## src/rtl/riscv_core_mul_ctrl_if.sv

```systemverilog
// Issue/writeback bundle of the iterative multiplier: request, operands, flush and result.
// Handshake: an operation transfers on a rising edge where valid && ready && !flush; ready is high only while idle.
interface riscv_core_mul_ctrl_if #(
    parameter int XLEN = 64
) ();
    logic            i_mul_ctrl_valid;
    logic            o_mul_ctrl_ready;
    logic [XLEN-1:0] i_mul_ctrl_srcA;
    logic [XLEN-1:0] i_mul_ctrl_srcB;
    logic [1:0]      i_mul_ctrl_control;
    logic            i_mul_ctrl_isword;
    logic            i_mul_ctrl_flush;
    logic            o_mul_ctrl_busy;
    logic            o_mul_ctrl_done;
    logic [XLEN-1:0] o_mul_ctrl_result;

    modport master (
        output i_mul_ctrl_valid,
        output i_mul_ctrl_srcA,
        output i_mul_ctrl_srcB,
        output i_mul_ctrl_control,
        output i_mul_ctrl_isword,
        output i_mul_ctrl_flush,
        input  o_mul_ctrl_ready,
        input  o_mul_ctrl_busy,
        input  o_mul_ctrl_done,
        input  o_mul_ctrl_result
    );

    modport slave (
        input  i_mul_ctrl_valid,
        input  i_mul_ctrl_srcA,
        input  i_mul_ctrl_srcB,
        input  i_mul_ctrl_control,
        input  i_mul_ctrl_isword,
        input  i_mul_ctrl_flush,
        output o_mul_ctrl_ready,
        output o_mul_ctrl_busy,
        output o_mul_ctrl_done,
        output o_mul_ctrl_result
    );
endinterface

```

## src/rtl/riscv_core_mul_ctrl.sv

```systemverilog
// Radix-2 shift-add multiply sequencer for MUL/MULH/MULHSU/MULHU/MULW with sign fix-up,
// result half select and flush. o_dbg_state exposes the FSM state for checkers.
module riscv_core_mul_ctrl #(
    parameter int XLEN = 64
) (
    input  logic                 i_clk,
    input  logic                 i_rstn,
    riscv_core_mul_ctrl_if.slave mul_if,
    output logic [1:0]           o_dbg_state
);
    localparam int W  = XLEN / 2;
    localparam int CW = $clog2(XLEN + 1);

    localparam logic [1:0] S_IDLE = 2'd0;
    localparam logic [1:0] S_BUSY = 2'd1;
    localparam logic [1:0] S_FIX  = 2'd2;
    localparam logic [1:0] S_DONE = 2'd3;

    localparam logic [CW-1:0] C_ITER_DWORD = CW'(XLEN);
    localparam logic [CW-1:0] C_ITER_WORD  = CW'(W);

    logic [1:0]        r_state;
    logic [CW-1:0]     r_cnt;
    logic [2*XLEN-1:0] r_prod;
    logic [XLEN-1:0]   r_mcand;
    logic              r_neg;
    logic [1:0]        r_ctrl;
    logic              r_isword;
    logic [XLEN-1:0]   r_result;

    logic              w_accept;
    logic              w_a_signed;
    logic              w_b_signed;
    logic              w_a_neg;
    logic              w_b_neg;
    logic [XLEN-1:0]   w_mag_a;
    logic [XLEN-1:0]   w_mag_b;
    logic [XLEN:0]     w_addend;
    logic [XLEN:0]     w_sum;
    logic [2*XLEN-1:0] w_prod_step;
    logic [2*XLEN-1:0] w_prod_fix;
    logic [XLEN-1:0]   w_result_sel;

    // Word operands are negated within the low half and zero-extended, so the
    // most-negative value still yields its exact unsigned magnitude.
    function automatic logic [XLEN-1:0] f_mag(input logic [XLEN-1:0] x,
                                              input logic            neg,
                                              input logic            word);
        logic [W-1:0] lo;
        lo = x[W-1:0];
        if (word) begin
            if (neg) lo = ~lo + 1'b1;
            f_mag = {{W{1'b0}}, lo};
        end else begin
            f_mag = neg ? (~x + 1'b1) : x;
        end
    endfunction

    assign w_accept   = (r_state == S_IDLE) && mul_if.i_mul_ctrl_valid && !mul_if.i_mul_ctrl_flush;
    assign w_a_signed = mul_if.i_mul_ctrl_isword || (mul_if.i_mul_ctrl_control != 2'b11);
    assign w_b_signed = mul_if.i_mul_ctrl_isword || !mul_if.i_mul_ctrl_control[1];

    always_comb begin
        w_a_neg = 1'b0;
        w_b_neg = 1'b0;
        if (mul_if.i_mul_ctrl_isword) begin
            w_a_neg = mul_if.i_mul_ctrl_srcA[W-1];
            w_b_neg = mul_if.i_mul_ctrl_srcB[W-1];
        end else begin
            w_a_neg = w_a_signed && mul_if.i_mul_ctrl_srcA[XLEN-1];
            w_b_neg = w_b_signed && mul_if.i_mul_ctrl_srcB[XLEN-1];
        end
    end

    assign w_mag_a = f_mag(mul_if.i_mul_ctrl_srcA, w_a_neg, mul_if.i_mul_ctrl_isword);
    assign w_mag_b = f_mag(mul_if.i_mul_ctrl_srcB, w_b_neg, mul_if.i_mul_ctrl_isword);

    // One shared adder: conditional add of the multiplicand into the high half,
    // then the carry, high and low halves shift right together.
    assign w_addend    = r_prod[0] ? {1'b0, r_mcand} : '0;
    assign w_sum       = {1'b0, r_prod[2*XLEN-1:XLEN]} + w_addend;
    assign w_prod_step = {w_sum, r_prod[XLEN-1:1]};

    assign w_prod_fix = r_neg ? (~r_prod + 1'b1) : r_prod;

    // A word product ends up in the window [XLEN+W-1:W]; its low half is [XLEN-1:W].
    always_comb begin
        w_result_sel = w_prod_fix[XLEN-1:0];
        if (r_isword) begin
            w_result_sel = {{W{w_prod_fix[XLEN-1]}}, w_prod_fix[XLEN-1:W]};
        end else if (r_ctrl != 2'b00) begin
            w_result_sel = w_prod_fix[2*XLEN-1:XLEN];
        end
    end

    always_ff @(posedge i_clk or negedge i_rstn) begin
        if (!i_rstn) begin
            r_state  <= S_IDLE;
            r_cnt    <= '0;
            r_prod   <= '0;
            r_mcand  <= '0;
            r_neg    <= 1'b0;
            r_ctrl   <= 2'b00;
            r_isword <= 1'b0;
            r_result <= '0;
        end else if (mul_if.i_mul_ctrl_flush) begin
            r_state <= S_IDLE;
        end else begin
            case (r_state)
                S_IDLE: begin
                    if (w_accept) begin
                        r_state  <= S_BUSY;
                        r_cnt    <= mul_if.i_mul_ctrl_isword ? C_ITER_WORD : C_ITER_DWORD;
                        r_prod   <= {{XLEN{1'b0}}, w_mag_b};
                        r_mcand  <= w_mag_a;
                        r_neg    <= w_a_neg ^ w_b_neg;
                        r_ctrl   <= mul_if.i_mul_ctrl_control;
                        r_isword <= mul_if.i_mul_ctrl_isword;
                    end
                end
                S_BUSY: begin
                    // The counter hits zero after the last iteration; that cycle only hands over to FIX.
                    if (r_cnt == '0) begin
                        r_state <= S_FIX;
                    end else begin
                        r_prod <= w_prod_step;
                        r_cnt  <= r_cnt - 1'b1;
                    end
                end
                S_FIX: begin
                    r_prod   <= w_prod_fix;
                    r_result <= w_result_sel;
                    r_state  <= S_DONE;
                end
                S_DONE: begin
                    r_state <= S_IDLE;
                end
                default: begin
                    r_state <= S_IDLE;
                end
            endcase
        end
    end

    assign mul_if.o_mul_ctrl_ready  = (r_state == S_IDLE);
    assign mul_if.o_mul_ctrl_busy   = (r_state != S_IDLE);
    assign mul_if.o_mul_ctrl_done   = (r_state == S_DONE);
    assign mul_if.o_mul_ctrl_result = r_result;
    assign o_dbg_state              = r_state;

endmodule
```

## src/flat_wrapper.sv

```systemverilog
// flat-port wrapper written by rule: the top's interface ports become plain ports
module riscv_core_mul_ctrl_flat 
#(
    parameter int XLEN = 64
)
  (i_clk, i_rstn, o_dbg_state, mul_if_i_mul_ctrl_valid, mul_if_i_mul_ctrl_srcA, mul_if_i_mul_ctrl_srcB, mul_if_i_mul_ctrl_control, mul_if_i_mul_ctrl_isword, mul_if_i_mul_ctrl_flush, mul_if_o_mul_ctrl_ready, mul_if_o_mul_ctrl_busy, mul_if_o_mul_ctrl_done, mul_if_o_mul_ctrl_result);
  riscv_core_mul_ctrl_if #(.XLEN(XLEN)) mul_if_i ();
  input  logic i_clk;
  input  logic i_rstn;
  output logic [1:0] o_dbg_state;
  input wire logic [$bits(mul_if_i.i_mul_ctrl_valid)-1:0] mul_if_i_mul_ctrl_valid;
  input wire logic [$bits(mul_if_i.i_mul_ctrl_srcA)-1:0] mul_if_i_mul_ctrl_srcA;
  input wire logic [$bits(mul_if_i.i_mul_ctrl_srcB)-1:0] mul_if_i_mul_ctrl_srcB;
  input wire logic [$bits(mul_if_i.i_mul_ctrl_control)-1:0] mul_if_i_mul_ctrl_control;
  input wire logic [$bits(mul_if_i.i_mul_ctrl_isword)-1:0] mul_if_i_mul_ctrl_isword;
  input wire logic [$bits(mul_if_i.i_mul_ctrl_flush)-1:0] mul_if_i_mul_ctrl_flush;
  output wire logic [$bits(mul_if_i.o_mul_ctrl_ready)-1:0] mul_if_o_mul_ctrl_ready;
  output wire logic [$bits(mul_if_i.o_mul_ctrl_busy)-1:0] mul_if_o_mul_ctrl_busy;
  output wire logic [$bits(mul_if_i.o_mul_ctrl_done)-1:0] mul_if_o_mul_ctrl_done;
  output wire logic [$bits(mul_if_i.o_mul_ctrl_result)-1:0] mul_if_o_mul_ctrl_result;
  assign mul_if_i.i_mul_ctrl_valid = mul_if_i_mul_ctrl_valid;
  assign mul_if_i.i_mul_ctrl_srcA = mul_if_i_mul_ctrl_srcA;
  assign mul_if_i.i_mul_ctrl_srcB = mul_if_i_mul_ctrl_srcB;
  assign mul_if_i.i_mul_ctrl_control = mul_if_i_mul_ctrl_control;
  assign mul_if_i.i_mul_ctrl_isword = mul_if_i_mul_ctrl_isword;
  assign mul_if_i.i_mul_ctrl_flush = mul_if_i_mul_ctrl_flush;
  assign mul_if_o_mul_ctrl_ready = mul_if_i.o_mul_ctrl_ready;
  assign mul_if_o_mul_ctrl_busy = mul_if_i.o_mul_ctrl_busy;
  assign mul_if_o_mul_ctrl_done = mul_if_i.o_mul_ctrl_done;
  assign mul_if_o_mul_ctrl_result = mul_if_i.o_mul_ctrl_result;
  riscv_core_mul_ctrl #(.XLEN(XLEN)) u_core (.i_clk(i_clk), .i_rstn(i_rstn), .mul_if(mul_if_i), .o_dbg_state(o_dbg_state));
endmodule
```

## config.mk

```make
export PLATFORM = sky130hd
export DESIGN_NAME = riscv_core_mul_ctrl_flat
export DESIGN_NICKNAME = d
export VERILOG_FILES = /design/src/rtl/riscv_core_mul_ctrl_if.sv /design/src/rtl/riscv_core_mul_ctrl.sv /design/src/flat_wrapper.sv
export SDC_FILE = /design/constraint.sdc
export NUM_CORES = 1
export LEC_CHECK = 0
export BUFFER_PORTS_ARGS = -buffer_cell sky130_fd_sc_hd__buf_2
export CAP_MARGIN = 20
export CORE_AREA = 2 2 251 253
export CTS_CLUSTER_SIZE = 30
export DETAILED_ROUTE_END_ITERATION = 6
export DIE_AREA = 0 0 253 255
export PLACE_DENSITY = 0.5
export SETUP_SLACK_MARGIN = 0.1
export SLEW_MARGIN = 20
export SYNTH_ARGS = -nofsm -noshare
export SYNTH_HDL_FRONTEND = slang
export SYNTH_SLANG_ARGS = --single-unit
```

## constraint.sdc

```tcl
create_clock -name i_clk -period 11 [get_ports i_clk]
set_clock_uncertainty 0.15 [all_clocks]
set_input_delay 0.55 -clock i_clk [delete_from_list [all_inputs] [get_ports i_clk]]
set_output_delay 0.55 -clock i_clk [all_outputs]
set_load 0.03 [all_outputs]
```

## Word level (Yosys, flattened, before mapping)

Cells that the tools add are included.

- Bits in read-only memories: 0
- Flip-flop bits (word level): 269
- Latch bits: 0
- Output and inout port bits: 69
- Input bits: 135
- Memories: 0
- Bits in writable memories: 0

- Eq/ne operators: 8
- $lt $le $gt $ge: 0
- Shift-type cells: 0
- Multipliers: 0
- Bitwise gates (word level): 7
- Multiplexer cells: 23
- Div/mod/pow operators: 0
- Reductions and logical operators: 19
- $add $sub $neg: 7

Operator list:

| cell | count |
|---|---|
| 64-bit 2-to-1 mux | 7 |
| 128-bit 2-to-1 mux | 3 |
| 128-bit one-hot mux with 3 select lines | 1 |
| 128-bit by 1-bit adder with 128-bit output, second input constant | 1 |
| 64-bit by 1-bit adder with 64-bit output, second input constant | 2 |
| 128-bit inverter | 1 |
| 64-bit inverter | 2 |
| 64-bit by 65-bit adder with 65-bit output | 1 |
| 32-bit by 1-bit adder with 32-bit output, second input constant | 2 |
| 32-bit 2-to-1 mux | 2 |
| 32-bit inverter | 2 |
| 7-bit 2-to-1 mux | 3 |
| 7-bit one-hot mux with 2 select lines | 1 |
| 2-bit one-hot mux with 4 select lines | 1 |
| 4-bit AND reduction | 2 |
| 7-bit zero test | 1 |
| 7-bit by 1-bit subtractor with 7-bit output, second input constant | 1 |
| 2-bit 2-to-1 mux | 3 |
| 3-bit by 2-bit != test with 1-bit output, second input constant | 2 |
| 2-bit nonzero test | 3 |
| 2-bit == test, second input constant | 2 |
| 1-bit logical AND | 4 |
| 2-bit != test, second input constant | 2 |
| 2-bit AND reduction | 2 |
| other kinds (10) | 13 |

## Logic depth before layout (Yosys ltp)

Gate-level depths: netlist of the first run.

- Word-level depth: 8
- Mapped depth: 15
- Gate-level depth less buffers: 13

## Worst setup path before layout of the first run

OpenSTA, ideal clock, no wires.

- Path kind: register to register
- Start point: reg u_core.r_prod[0]
- End point: reg u_core.r_prod[125]
- Data required time: 10,767 ps
- Arrival time: 3,607 ps
- Cell stages (with the launch flop): 16
- Path slack: 7,160 ps
- Path buffers: 2
- Cell sequence: dfrtp_1 > clkbuf_1 > clkbuf_1 > and2_1 > ha_1 > fa_1 > a21o_1 > o2bb2ai_1 > o31a_1 > and3_1 > o21ai_0 > o31ai_1 > a21boi_0 > a2111oi_0 > mux2_2 > o21ai_0

- Cells in the longest elaborated chain, start to end: 4
- Elaborated cells on any way between the ends: 7
- Those cells by class: 2 x add/sub; 4 x mux; 1 x bitwise

RTL lines:

| element | RTL line | text |
|---|---|---|
| start: declaration | riscv_core_mul_ctrl.sv:24 | `logic [2*XLEN-1:0] r_prod;` |
| start signal: assignment | riscv_core_mul_ctrl.sv:114 | `r_prod <= {{XLEN{1'b0}}, w_mag_b};` |
| start signal: assignment | riscv_core_mul_ctrl.sv:126 | `r_prod <= w_prod_step;` |
| start signal: assignment | riscv_core_mul_ctrl.sv:131 | `r_prod <= w_prod_fix;` |
| 128-bit inverter or 64-bit 2-to-1 mux (tied branches) | riscv_core_mul_ctrl.sv:84, riscv_core_mul_ctrl.sv:80 |  |
| 128-bit by 1-bit adder with 128-bit output or 64-bit by 65-bit adder with 65-bit output (tied branches) | riscv_core_mul_ctrl.sv:84, riscv_core_mul_ctrl.sv:81 |  |
| 128-bit 2-to-1 mux, on equally long branches | riscv_core_mul_ctrl.sv:84, riscv_core_mul_ctrl.sv:123 |  |
| 128-bit one-hot mux with 3 select lines (*) | riscv_core_mul_ctrl.sv:109 | `case (r_state)` |

Every way passes the cells marked *; elsewhere a longest branch is shown, timed or not. The select of a mux whose other input is x is not followed.
A chain may end at the register's enable or synchronous reset.

## Worst setup path in the final report of the first run

Ends and elaborated chain as after synthesis.

==> results of run 1 <==
## cell usage in the layout, fill, tap and decap left out, types with 53 or more instances in the layout
cell type  Yosys  layout
a21oi_1      211     210
a22oi_1       53      53
and2_1        74      74
buf_2          1     202
dfrtp_1      269     267
ha_1          73      70
inv_1         59      59
nand2_1      307     307
nor2_1       212     208
nor3_1        90      90
o21ai_0      301     300
o31ai_1       65      65
xnor2_1      172     172
xor2_1       128     128
## worst max-delay path, delay by kind of cell (launching register included)
kind                       cells  cell delay [ps]
adders and majority gates      2              620
and+or+nand+nor                2              460
muxes                          1              320
buffers and inverters          1              290
DFF                            1              420
AOI/OAI and AO/OA              8             2690
## routing by layer
metal	vias up	GRT usage [%]
li1	10726	-
met1	11226	42.37
met2	859	44.80
met3	128	3.061
met4	0	9.484
met5	-	0
## worst max path at each step
stage,startpoint,to,slack [ps],cells after the start
floorplan,u_core.r_prod[0],u_core.r_prod[125],7160,15
global placement,u_core.r_prod[59],u_core.mul_if.o_mul_ctrl_result[39],5870,9
detailed placement,u_core.r_prod[0],u_core.r_prod[125],5980,14
CTS,u_core.r_prod[0],u_core.r_prod[125],5970,14
global route,u_core.r_prod[0],u_core.r_prod[125],5690,14
finish,u_core.r_prod[0],u_core.r_prod[125],5950,14
## power by group
part,internal (mW),leakage [nW],switching (mW)
combinational,1.31,6.63,2.83
clock,0.787,0.622,0.495
sequential,1.38,3.45,0.497
## cell type report
type                            instances  area (µm²)  share of cell area [%]
Sequential cell                       269        6736                   26.49
Multi-Input combinational cell       2343       14940                   58.76
Clock buffer                           48        1050                   4.129
Antenna cell                            1       2.502                0.009842
Inverter                               59       221.5                  0.8710
Timing Repair Buffer                  235        1269                   4.990
Tap cell                              799       999.7                   3.932
Clock inverter                         15       206.4                  0.8120
## logic make-up after synthesis
| group | synth area share (%) |
|---|---|
| AOI/OAI and AO/OA | 28.74 |
| and+or+nand+nor | 20.74 |
| xor gates and xnor gates | 11.64 |
| DFF | 29.81 |
| buffers and inverters | 4.278 |
| adders and majority gates | 4.134 |
| muxes | 0.6539 |
## per-stage QoR
stage / util [%] / cells
4_1_cts: 40.90 / 3768
2_1_floorplan: - / 2869
6_report: 40.90 / 3769
3_3_place_gp: 38.84 / 3704
5_1_grt: 40.90 / 3769
3_5_place_dp: 38.86 / 3704
## cells in the mapped netlist, types with 5 or more instances
| library cell | number | area [µm²] |
|---|---|---|
| o41ai_1 | 25 | 219.0 |
| or3_1 | 47 | 294.0 |
| o221ai_1 | 13 | 113.9 |
| o21ai_0 | 301 | 1506 |
| a221o_1 | 12 | 120.1 |
| a22o_1 | 39 | 341.6 |
| o31ai_1 | 65 | 488.0 |
| a222oi_1 | 13 | 130.1 |
| dfrtp_1 | 269 | 6731 |
| o21bai_1 | 20 | 150.1 |
| o21a_1 | 11 | 82.58 |
| inv_1 | 59 | 221.5 |
| and3_1 | 7 | 43.79 |
| nand2b_1 | 28 | 175.2 |
| xor2_1 | 128 | 1121 |
| o311ai_0 | 5 | 43.79 |
| nand4_1 | 38 | 237.7 |
| xnor2_1 | 172 | 1506 |
| o22a_1 | 10 | 87.58 |
| o31a_1 | 13 | 113.9 |
| mux2i_1 | 8 | 80.08 |
| clkbuf_1 | 183 | 686.9 |
| nand2_1 | 307 | 1152 |
| nor4_1 | 35 | 219.0 |
| a211oi_1 | 33 | 247.7 |
| nor2b_1 | 5 | 31.28 |
| nor2_1 | 212 | 795.8 |
| buf_1 | 14 | 52.55 |
| a21oi_1 | 211 | 1056 |
| o211ai_1 | 9 | 67.56 |
| a31oi_1 | 17 | 106.4 |
| a22oi_1 | 53 | 397.9 |
| a21boi_0 | 10 | 75.07 |
| o41ai_2 | 6 | 97.59 |
| ha_1 | 73 | 913.4 |
| o22ai_1 | 22 | 137.6 |
| and2_1 | 74 | 462.9 |
| a221oi_1 | 25 | 219.0 |
| or4_1 | 38 | 285.3 |
| or2_2 | 16 | 100.1 |
| nor3_1 | 90 | 450.4 |
| nand3_1 | 40 | 200.2 |
| a21o_1 | 47 | 352.8 |
| mux2_2 | 6 | 67.56 |
| nand4b_1 | 5 | 43.79 |
## flip-flops by register name, indices dropped and copies added, names as in the netlist
name	flops
u_core.r_prod	128
u_core.mul_if.o_mul_ctrl_result	64
u_core.r_neg	1
u_core.r_mcand	64
u_core.r_cnt	7
u_core.r_ctrl	2
u_core.o_dbg_state	2
u_core.r_isword	1
==> metrics.md, run 1 <==
| Metric | Value |
|---|---|
| Outcome | `finished with violations` |
| Failing checks | `DRC` |
| Yosys warnings | `0` |
| Metal-1 WL | `45300 µm` |
| Final Hold Fails | `0` |
| Reg2reg end | `u_core.r_prod[125]` |
| Slowest cell on crit path | `a21boi_0` |
| Num CTS Buffers | `37` |
| Global-route wire length before repair | `141500 µm` |
| Largest net degree at the start of global routing | `100` |
| Hold_buf cts | `1` |
| Final number of setup-violating endpoints | `0` |
| Layout area overhead | `12.61%` |
| Share of cells above drive strength 1 | `12.02%` |
| Post-route DRC | `6` |
| Die area | `0.06452 mm²` |
| Die width | `253 µm` |
| Detailed Routing Iterations Pass 1 | `7` |
| CTS tree | `built` |
| Die Y-Extent | `255 µm` |
| Reg-to-Reg Start | `u_core.r_prod[0]` |
| Initial Util | `36.32%` |
| Vias in the first global route | `21531` |
| CP Max Fanout | `64` |
| Fin. max-slew vios | `0` |
| Leakage power | `10.70 nW` |
| Placed Area | `0.02416 mm²` |
| Worst slew margin | `22.63%` |
| Synth Flop Type | `dfrtp_1` |
| Crit path largest cell delay | `910 ps` |
| Total GRT Usage | `29.06%` |
| Clock Sinks | `269` |
| Post-Layout Inst Area | `0.02543 mm²` |
| Hold Crit Start | `mul_if_i_mul_ctrl_srcB[63]` |
| Met2 wire len | `41820 µm` |
| Number of gates resized after CTS | `0` |
| Reg2reg path depth | `14` |
| Worst Slack Setup Final | `5955 ps` |
| Max-cap violation count | `0` |
| Worst-Skew Late Latency | `560 ps` |
| Post-DP HPWL | `73800 µm` |
| Fin crit share | `45.87%` |
| RSZ-0062 raised after global routing | `false` |
| Pwr Density | `287.1 mW/mm²` |
| Total power | `7.300 mW` |
| CTS H-tree lvls | `2` |
| Clock root buffer | `clkbuf_16` |
| CP most frequent cell | `o21ai_0` |
| Worst Path Arrival | `5380 ps` |
| Filler Cell Count | `6452` |
| Antenna Nets Post-Route | `0` |
| CTS max path bufs | `3` |
| Detailed Route WL | `95750 µm` |
| Mean Syn Cell Area | `7.870 µm²` |
| WL/cell | `25.40 µm` |
| Min Hold Slack | `118.8 ps` |
| FMAX | `0.1982 GHz` |
| PortBufs | `203` |
| Setup TNS | `0 ps` |
| Synthesized net count | `3078` |
| Startpoint types | `flip-flop` |
| Crit path kind | `reg -> reg` |
| #FFs+latches synth | `269` |
| Post-CTS setup buffers | `0` |
| Fraction of registers with async set/reset | `100.0%` |
| Critical path endpoint category | `flip-flop` |
| EDFF count, synth | `0` |
| Hold depth | `3` |
| Routed vias/inst | `6.086` |
| Hold EP | `u_core.r_prod[63]` |
| Boundary Pins | `204` |
| Fin nets | `3154` |
| DR vias | `22939` |
| Worst hold path class | `in -> reg` |
| Syn Std Cell Area | `0.02258 mm²` |
| DR top layer | `met4` |
| Initial DRC count | `2197` |
| Critical-path cell list | `buf_4 > and2_1 > ha_1 > fa_1 > a21o_1 > o2bb2ai_1 > o31a_1 > and3_1 > o21ai_0 > o31ai_1 > a21boi_0 > a2111oi_0 > mux2_2 > o21ai_0` |
| Sequential fraction of the synthesis area | `29.81%` |
| Post-synthesis cell type count | `79` |
| Dpl ws | `5979 ps` |
| CORE AREA | `0.06216 mm²` |
| CP required | `11330 ps` |
| Initial antenna violation count | `2` |
| DR WL met3 | `5536 µm` |
| GR Overflow Total | `0` |
| Worst-Margin Slew | `1148 ps` |
| Worst-path clk slew | `60 ps` |
| Row Count | `92` |
| Fin crit period | `5045 ps` |
| Peak supply drop | `0.1132 mV` |
| GP Congestion | `0.9611` |
| Setup slack, reg-to-reg | `5950 ps` |
| Cells after Synth | `2869` |
Note: power is estimated with default switching activity, not from simulation.
==> run 2: changes to the inputs <==
==> constraint.sdc (replaced) <==
create_clock -name i_clk -period 4.8 [get_ports i_clk]
set_clock_uncertainty 0.15 [all_clocks]
set_input_delay 0.24 -clock i_clk [delete_from_list [all_inputs] [get_ports i_clk]]
set_output_delay 0.24 -clock i_clk [all_outputs]
set_load 0.03 [all_outputs]
==> run 2 against run 1 <==
  * The run now ends clean
  * Worst setup slack lost 5600 ps
  * Register-to-register slack lost 5600 ps
  * Global-route usage grew 0.85 points
  * Critical endpoint is now u_core.mul_if.o_mul_ctrl_result[3]
  * Critical path type unchanged
  * Largest cell class unchanged
  * Routed wire length grew 2.6%
==> metrics.md, run 2 (same netlist as run 1, synthesis figures left out) <==
| Metric | Value |
|---|---|
| Fin crit period | `4429 ps (-616.2 ps)` |
| Max-cap violation count | `0 (unchanged)` |
| Post-CTS setup buffers | `0 (unchanged)` |
| Sw Pwr | `8.955 mW (+130%)` |
| Peak supply drop | `0.2564 mV (+130%)` |
| Share of cells above drive strength 1 | `13.24% (+1.2 points)` |
| Die area | `0.06452 mm² (unchanged)` |
| Post-route DRC | `0 (-6)` |
| FMAX | `0.2258 GHz (+14%)` |
| Row Count | `92 (unchanged)` |
| Worst-path clk slew | `60 ps (about the same)` |
| Combinational power share | `58.1% (+1.4 points)` |
| Final Hold Fails | `0 (unchanged)` |
| Outcome | `finished, final reports clean` |
| Commonest non-fill, non-tap cell in the layout | `nand2_1` |
| Clock Sinks | `269 (unchanged)` |
| RSZ-0062 raised after global routing | `false` |
| Post-Layout Inst Area | `0.02706 mm² (+6.4%)` |
| Total GRT Usage | `29.91% (+0.85 points)` |
| Setup TNS | `0 ps (unchanged)` |
| Clock root buffer | `clkbuf_16` |
| CP Max Fanout | `10 (-84%)` |
| CTS max path bufs | `3 (unchanged)` |
| Initial DRC count | `2349 (+6.9%)` |
| Initial Util | `36.32% (unchanged)` |
| Detailed Routing Iterations Pass 1 | `6 (-1)` |
| Layout area overhead | `19.85%` |
| Detailed Route WL | `98200 µm (+2.6%)` |
| Antenna Nets Post-Route | `0 (unchanged)` |
| Largest net degree at the start of global routing | `106 (+6.0%)` |
| CORE AREA | `0.06216 mm² (unchanged)` |
| Routed vias/inst | `6.029 (-0.95%)` |
| Boundary Pins | `204 (unchanged)` |
| Reg2reg end | `u_core.mul_if.o_mul_ctrl_result[3]` |
| Worst-Margin Slew | `1128 ps (-20.62 ps)` |
| Fin. max-slew vios | `0 (unchanged)` |
| Fin crit share | `92.27% (+46 points)` |
| Vias in the first global route | `22539 (+4.7%)` |
| CTS H-tree lvls | `2 (unchanged)` |
| Startpoint types | `flip-flop` |
| Biggest register | `u_core.r_prod` |
| Pwr Density | `634.4 mW/mm² (+120%)` |
| CP required | `5110 ps (-6220 ps)` |
| Reg-to-Reg Start | `u_core.r_prod[14]` |
| Die Y-Extent | `255 µm (unchanged)` |
| Max reg flops | `128 (unchanged)` |
| Most frequent cells in the layout | `nand2_1 (307), o21ai_0 (300), dfrtp_1 (267), a21oi_1 (210), nor2_1 (209)` |
| Sw frac | `52.16% (-0.19 points)` |
| Worst-Skew Late Latency | `580 ps (+20 ps)` |
| Filler Cell Count | `6251 (-3.1%)` |
| Internal | `8.212 mW (+140%)` |
| Hold EP | `u_core.r_prod[29]` |
| Worst Path Arrival | `4740 ps (-640 ps)` |
| Post-DP HPWL | `76250 µm (+3.3%)` |
| CTS tree | `built` |
| Final number of setup-violating endpoints | `0 (unchanged)` |
| Hold depth | `4 (+1)` |
| Clk network pwr share | `16.7% (-0.9 points)` |
| GP Congestion | `0.9890 (+2.9%)` |
| Fin nets | `3326 (+5.5%)` |
| Initial antenna violation count | `2 (unchanged)` |
| Hold Crit Start | `mul_if_i_mul_ctrl_srcB[29]` |
| Register area | `0.006736 mm² (unchanged)` |
| Reg2reg path depth | `10 (-4)` |
| PortBufs | `203 (unchanged)` |
| Critical path endpoint category | `flip-flop` |
| GR Overflow Total | `0 (unchanged)` |
| WL/cell | `24.91 µm (-1.9%)` |
| Num CTS Buffers | `36 (-2.7%)` |
| Setup slack, reg-to-reg | `370 ps (-5580 ps)` |
| Antenna diode count | `0 (-1)` |
| Global-route wire length before repair | `146100 µm (+3.2%)` |
| Leakage power | `11.45 nW (+7.0%)` |
| Placed Area | `0.02466 mm² (+2.1%)` |
| DR vias | `23765 (+3.6%)` |
| Die width | `253 µm (unchanged)` |
| Worst slew margin | `24.27% (+1.6 points)` |
| Worst hold path class | `in -> reg` |
| Flop pwr share | `25.2% (-0.5 points)` |
| Crit path kind | `reg -> reg` |
| Multi-input gate area | `0.01495 mm² (about the same)` |
## run 2: changes by cell type in the layout (fill, tap and decap cells not counted), moves of 2 or more
| cell | change |
|---|---|
| buf_12 | +5 |
| buf_4 | +54 |
| clkbuf_16 | -3 |
| clkinv_2 | -6 |
| clkinvlp_4 | +4 |
| dlygate4sd3_1 | +113 |
| inv_6 | +2 |
| nor4_1 | -2 |
## run 2: worst max path at each step
stage	from	end	slack [ps]	cells past startpoint
4_1_cts	u_core.r_prod[14]	u_core.r_prod[106]	260	11
2_1_floorplan	u_core.r_prod[0]	u_core.r_prod[125]	960	15
6_report	u_core.r_prod[14]	u_core.mul_if.o_mul_ctrl_result[3]	370	10
5_1_grt	u_core.r_prod[0]	u_core.r_prod[125]	150	14
3_5_place_dp	u_core.r_prod[15]	u_core.r_prod[106]	260	11
3_3_place_gp	u_core.r_prod[15]	u_core.r_prod[106]	240	11
## run 2: metal layers
layer  routed length, µm  global-route usage (%)
met5                  18                       0
met4                3374                   9.975
met3                7120                   4.627
met2               42880                   46.10
met1               44800                   42.63
## run 2: power groups by stage
stage               registers [mW]  clock network [mW]  logic (mW)
floorplan                     4.28                   0        5.83
global placement              4.30                   0        9.70
detailed placement            4.33                   0        9.72
CTS                           4.30                2.93        9.83
global route                  4.44                3.01        10.7
finish                        4.33                2.87        9.97
## run 2: layout make-up
cell class / instances / area share (%)
Tap cell: 799 / 3.695
Multi-Input combinational cell: 2343 / 55.25
Inverter: 59 / 0.8185
Timing Repair Buffer: 408 / 10.79
Sequential cell: 269 / 24.90
Clock buffer: 47 / 3.667
Clock inverter: 17 / 0.8832
## run 2: timing repair
item	in CTS	in global routing
hold buffers	114	0
gates resized for setup	0	3
endpoints found under the setup margin	0	2
hold endpoints to repair	208	0
## run 2: worst max-delay path, cell delays in order (launching register included)
cell,delay [ps]
dfrtp_1,430
or4_1,590
or4b_4,580
nor3_1,380
buf_4,290
and2_1,280
nand4_1,280
o41ai_2,500
xor2_1,320
a21oi_1,220
a221o_1,300
## run 2: metrics by stage
step	utilization (%)	hold WS, ps	instances	power [mW]	worst slack [ps]
final	43.53	7.568	3942	17.17	371.0
after global placement	39.64	213.4	3763	14.00	236.9
after floorplan	-	-205.6	2869	10.11	960.0
after detailed placement	39.68	218.9	3764	14.05	259.1
after CTS	43.50	0.8409	3942	17.05	256.0
after global routing	43.53	39.10	3942	18.17	149.7
